`src/rtl/serial_adder_ctrl.sv`:
```
// Bit-serial adder controller.
// Takes two WIDTH-bit operands and a carry-in, then feeds one bit pair per clock
// (LSB first) plus the registered running carry to an external 1-bit full adder.
// The sum bits and the final carry are collected, and done is pulsed for one cycle.
module serial_adder_ctrl #(
  parameter int WIDTH = 4
) (
  input  logic             clk,
  input  logic             rst_n,
  input  logic             start,
  input  logic [WIDTH-1:0] A,
  input  logic [WIDTH-1:0] B,
  input  logic             C_in,
  output logic             fa_a,
  output logic             fa_b,
  output logic             fa_cin,
  input  logic             fa_s,
  input  logic             fa_cout,
  output logic             busy,
  output logic             done,
  output logic [WIDTH-1:0] S,
  output logic             C_out
);

  localparam int CW = $clog2(WIDTH) + 1;
  localparam logic [CW-1:0] LAST = CW'(WIDTH - 1);

  typedef enum logic [1:0] {
    IDLE = 2'd0,
    RUN  = 2'd1,
    DONE = 2'd2
  } state_t;

  state_t           state_q, state_d;
  logic [WIDTH-1:0] a_sh_q, a_sh_d;
  logic [WIDTH-1:0] b_sh_q, b_sh_d;
  logic [WIDTH-1:0] sum_sh_q, sum_sh_d;
  logic             carry_q, carry_d;
  logic [CW-1:0]    count_q, count_d;
  logic [WIDTH-1:0] s_q, s_d;
  logic             c_out_q, c_out_d;

  // The incoming sum bit enters at the MSB. The result is taken as a slice of
  // {fa_s, sum_sh_q}, so WIDTH=1 still works (no [0:1] slice is formed).
  logic [WIDTH:0] sum_cat;
  assign sum_cat = {fa_s, sum_sh_q};

  // Next-state and output decode for the IDLE -> RUN -> DONE sequence.
  always_comb begin
    // NOTE: every signal gets a default before the case, so no path leaves one
    // unassigned and no latch is inferred.
    state_d  = state_q;
    a_sh_d   = a_sh_q;
    b_sh_d   = b_sh_q;
    sum_sh_d = sum_sh_q;
    carry_d  = carry_q;
    count_d  = count_q;
    s_d      = s_q;
    c_out_d  = c_out_q;
    fa_a     = 1'b0;
    fa_b     = 1'b0;
    fa_cin   = 1'b0;
    busy     = 1'b0;
    done     = 1'b0;

    case (state_q)
      IDLE: begin
        if (start) begin
          a_sh_d   = A;
          b_sh_d   = B;
          carry_d  = C_in;
          count_d  = '0;
          sum_sh_d = '0;
          state_d  = RUN;
        end
      end

      RUN: begin
        busy     = 1'b1;
        fa_a     = a_sh_q[0];
        fa_b     = b_sh_q[0];
        fa_cin   = carry_q;
        sum_sh_d = sum_cat[WIDTH:1];
        carry_d  = fa_cout;
        a_sh_d   = a_sh_q >> 1;
        b_sh_d   = b_sh_q >> 1;
        count_d  = count_q + CW'(1);
        if (count_q == LAST) begin
          // The last bit goes straight into the result register, so S and
          // C_out keep the previous result until this edge.
          s_d     = sum_cat[WIDTH:1];
          c_out_d = fa_cout;
          state_d = DONE;
        end
      end

      DONE: begin
        busy    = 1'b1;
        done    = 1'b1;
        state_d = IDLE;
      end

      default: state_d = IDLE;
    endcase
  end

  // State and datapath registers, with a synchronous active-low reset.
  always_ff @(posedge clk) begin
    // NOTE: sequential state uses non-blocking assignments. Every register
    // updates from values sampled before the edge, so the order of the
    // statements does not matter.
    if (!rst_n) begin
      state_q  <= IDLE;
      a_sh_q   <= '0;
      b_sh_q   <= '0;
      sum_sh_q <= '0;
      carry_q  <= 1'b0;
      count_q  <= '0;
      s_q      <= '0;
      c_out_q  <= 1'b0;
    end else begin
      state_q  <= state_d;
      a_sh_q   <= a_sh_d;
      b_sh_q   <= b_sh_d;
      sum_sh_q <= sum_sh_d;
      carry_q  <= carry_d;
      count_q  <= count_d;
      s_q      <= s_d;
      c_out_q  <= c_out_d;
    end
  end

  assign S     = s_q;
  assign C_out = c_out_q;

endmodule

```
`config.mk`:
```
export PLATFORM = sky130hd
export DESIGN_NAME = serial_adder_ctrl
export DESIGN_NICKNAME = d
export VERILOG_FILES = /design/src/rtl/serial_adder_ctrl.sv
export SDC_FILE = /design/constraint.sdc
export NUM_CORES = 1
export LEC_CHECK = 0
export ABC_AREA = 1
export CORE_MARGIN = 2
export CORE_UTILIZATION = 44
export CTS_BUF_LIST = sky130_fd_sc_hd__clkbuf_8
export DETAILED_ROUTE_END_ITERATION = 12
export GPL_TIMING_DRIVEN = 0
export PLACE_DENSITY_LB_ADDON = 0.1
export SETUP_SLACK_MARGIN = 0.1
export SYNTH_ARGS = -nofsm -noshare
export SYNTH_HDL_FRONTEND = slang
export SYNTH_SLANG_ARGS = --single-unit
```
`constraint.sdc`:
```
create_clock -name clk -period 2.5 [get_ports clk]
set_input_delay 0.375 -clock clk [delete_from_list [all_inputs] [get_ports clk]]
set_output_delay 0.375 -clock clk [all_outputs]
set_load 0.02 [all_outputs]
```
==> impl_metrics.env <==
export IMPL_die_w_um=53.7
export IMPL_finClkSkew_ns=0.00511
export IMPL_path_clk_slew_ns=0.09
export IMPL_place_hpwl_um=1760
export IMPL_r2r_start="state_q[1]$_SDFFE_PN0P_"
export IMPL_grt_busiest_layer="met2"
export IMPL_grt_max_degree=14
export IMPL_row_count=18
export IMPL_cts_hold_buf=0
export IMPL_grt_ovfl_total=0
export IMPL_finalSetupTns_ns=0
export IMPL_critical_path_class="flop to output pin"
export IMPL_gp_congestion=0.750
export IMPL_postCtsSetupRepairBufs=0
export IMPL_first_iter_violations=15
export IMPL_cts_sinks=22
export IMPL_timing_rr_end="b_sh_q[1]$_SDFFE_PN0P_"
export IMPL_syn_avg_cell_area_um2=7.10
export IMPL_cp_required_ns=2.12
export IMPL_yosysSeqAreaShare=0.406
export IMPL_grt_usage=0.190
export IMPL_path_cells="inv_1, ha_1, buf_6, buf_4, nand2_1, inv_1, clkdlybuf4s50_1"
export IMPL_reg2regPathDepth=7
export IMPL_yosys_area_top_type_share=0.406
export IMPL_layoutNonFillerInstCount=210
export IMPL_drtPass1Iterations=4
export IMPL_vias=1031
export IMPL_finalHoldViolations=0
export IMPL_grt_pass1_wl_um=4010
export IMPL_worstHoldStart="S[1]$_SDFFE_PN0P_"
export IMPL_htreeDepth=1
export IMPL_slew_viol_final=0
export IMPL_min_period_over_period=0.911
export IMPL_antenna_found_initial=0
export IMPL_outcome="complete, no violations"
export IMPL_synth_net_count=172
export IMPL_critPathSlowestCell="clkdlybuf4s50_1"
export IMPL_ctsRootBufferMaster="clkbuf_8"
export IMPL_crit_top_cell="inv_1"
export IMPL_worst_slew_pin_slew_ns=0.258
export IMPL_antenna_cells=0
export IMPL_syn_cell_area_um2=1090
export IMPL_p_per_area_nw_per_um2=683
export IMPL_vias_per_cell=4.91
export IMPL_max_cap_violations=0
export IMPL_use_met1=0.248
export IMPL_cts_resized_gates=0
export IMPL_areaGrowthSynthToFinish_pct=31.2
export IMPL_numPlacedInstances=206
export IMPL_worst_setup_path_start_kind="flop"
export IMPL_synth_area_leaders="dfxtp_1, nand2_1, nor2_1"
export IMPL_max_freq_ghz=0.439
export IMPL_drive_gt1_frac=0.0778
export IMPL_die_h_um=53.7
export IMPL_wl_per_cell_um=11.4
export IMPL_p_leak_nw=0.676
export IMPL_core_um2=2410
export IMPL_die_area_um2=2880
export IMPL_cts_tree="done"
export IMPL_finalCriticalPeriod_ns=2.28
export IMPL_clock_path_buffers=2
export IMPL_pin_count=24
export IMPL_hold_path_class="flop to flop"
export IMPL_peakVddDrop_v=0.000539
export IMPL_yosysTopAreaCell="dfxtp_1"
export IMPL_synth_cell_types=18
export IMPL_crit_path_end_kind="output pin"
export IMPL_cts_buffers=3
export IMPL_drc_errors=0
export IMPL_final_common_cell="nand2_1"
export IMPL_start_util=0.451
export IMPL_critPathLaunch="state_q[1]$_SDFFE_PN0P_"
export IMPL_use_met3=0.0417
export IMPL_rrSetupSlack_ns=1.11
export IMPL_syn_inst=153
export IMPL_portBuffers=23
export IMPL_yosysWarningCount=0
export IMPL_setup_viol=0
export IMPL_grt_use_met2=0.313
export IMPL_wl_um=2390
export IMPL_hold_depth=2
export IMPL_critPathArrivalTime_ns=1.90
export IMPL_grt_setup_unrepaired="false"
export IMPL_nets=200
export IMPL_crit_fanout=10
export IMPL_min_to="S[1]$_SDFFE_PN0P_"
export IMPL_grt_pass1_vias=954
export IMPL_max_slew_margin_rel=0.828
export IMPL_ys_ff_latch=22
export IMPL_postRouteAntennaNets=0
export IMPL_clock_latency_ns=0.26
export IMPL_most_common_layout_cells="nand2_1, nor2_1, clkdlybuf4s50_1"
export IMPL_critical_path_max_stage_delay_ns=0.59
[synth_stat cells (all sizes together)]
cell / count
nand2: 46
nor2: 25
dfxtp: 22
inv: 15
nand3: 11
a21oi: 9
nand3b: 8
ha: 5
o21ai: 5
buf: 4
a22oi: 2
clkbuf: 1
[stage by stage]
stage / setup slack, ns / hold WS [ns] / util / power [mW] / cell area (um^2)
detailed placement: 0.515 / 0.453 / 0.562 / 0.647 / 1350
CTS: 0.215 / 0.466 / 0.591 / 0.977 / 1430
floorplan: 1.12 / 0.454 / - / 0.574 / 1090
global placement: 0.523 / 0.454 / 0.562 / 0.642 / 1350
finish: 0.222 / 0.465 / 0.591 / 0.973 / 1430
global route: 0.103 / 0.482 / 0.591 / 1.03 / 1430
[state kept, by name, indices dropped and copies added (netlist names)]
register and flops:
S 4, C_out 1, carry_q 1, b_sh_q 4, state_q 2, count_q 3
a_sh_q 4, sum_sh_q 3
[final cells by class]
class,count,area [um^2]
repair buffers,23,230
inverters,15,56.3
plain buffers,5,42.5
well taps,30,37.5
clock inverters,1,30.0
flip-flops and latches,22,440
multi-input cells,111,547
fillers,237,985
clock buffers,3,41.3
[power by group]
group	total, mW	switching, mW	internal, mW	leakage [nW]
Combinational	0.244	0.141	0.103	0.460
Sequential	0.395	0.0139	0.381	0.180
Clock	0.334	0.120	0.214	0.0357
Total	0.973	0.275	0.698	0.676
[worst max-delay path, delay by kind of cell (launching register included)]
kind | cells | cell delay [ns]
flip-flops | 1 | 0.34
AND/OR/NAND/NOR | 1 | 0.07
adder cells (fa/ha/maj) | 1 | 0.16
buffers and inverters | 5 | 1.08
[cells by family (layout without fill, tap and decap cells)]
group | Yosys count | count (layout) | share of synthesized area
compound gates | 16 | 16 | 0.0783
fa+ha+maj | 5 | 5 | 0.0576
buf+inv | 20 | 47 | 0.0910
flops | 22 | 22 | 0.406
simple gates | 90 | 90 | 0.368
[layer usage]
layer | wire length (um) | share of wire
met1 | 1150 | 0.48
met2 | 1120 | 0.47
met3 | 86 | 0.036
met4 | 27 | 0.011
met5 | 0 | 0
[worst max path at each step]
| stage | cells past startpoint | endpoint |
|---|---|---|
| 2_1_floorplan | 6 | fa_b |
| 3_3_place_gp | 7 | fa_cin |
| 3_5_place_dp | 7 | fa_cin |
| 4_1_cts | 7 | fa_cin |
| 5_1_grt | 7 | fa_cin |
| 6_report | 7 | fa_cin |
No activity file was read; power rests on OpenSTA's default activity.
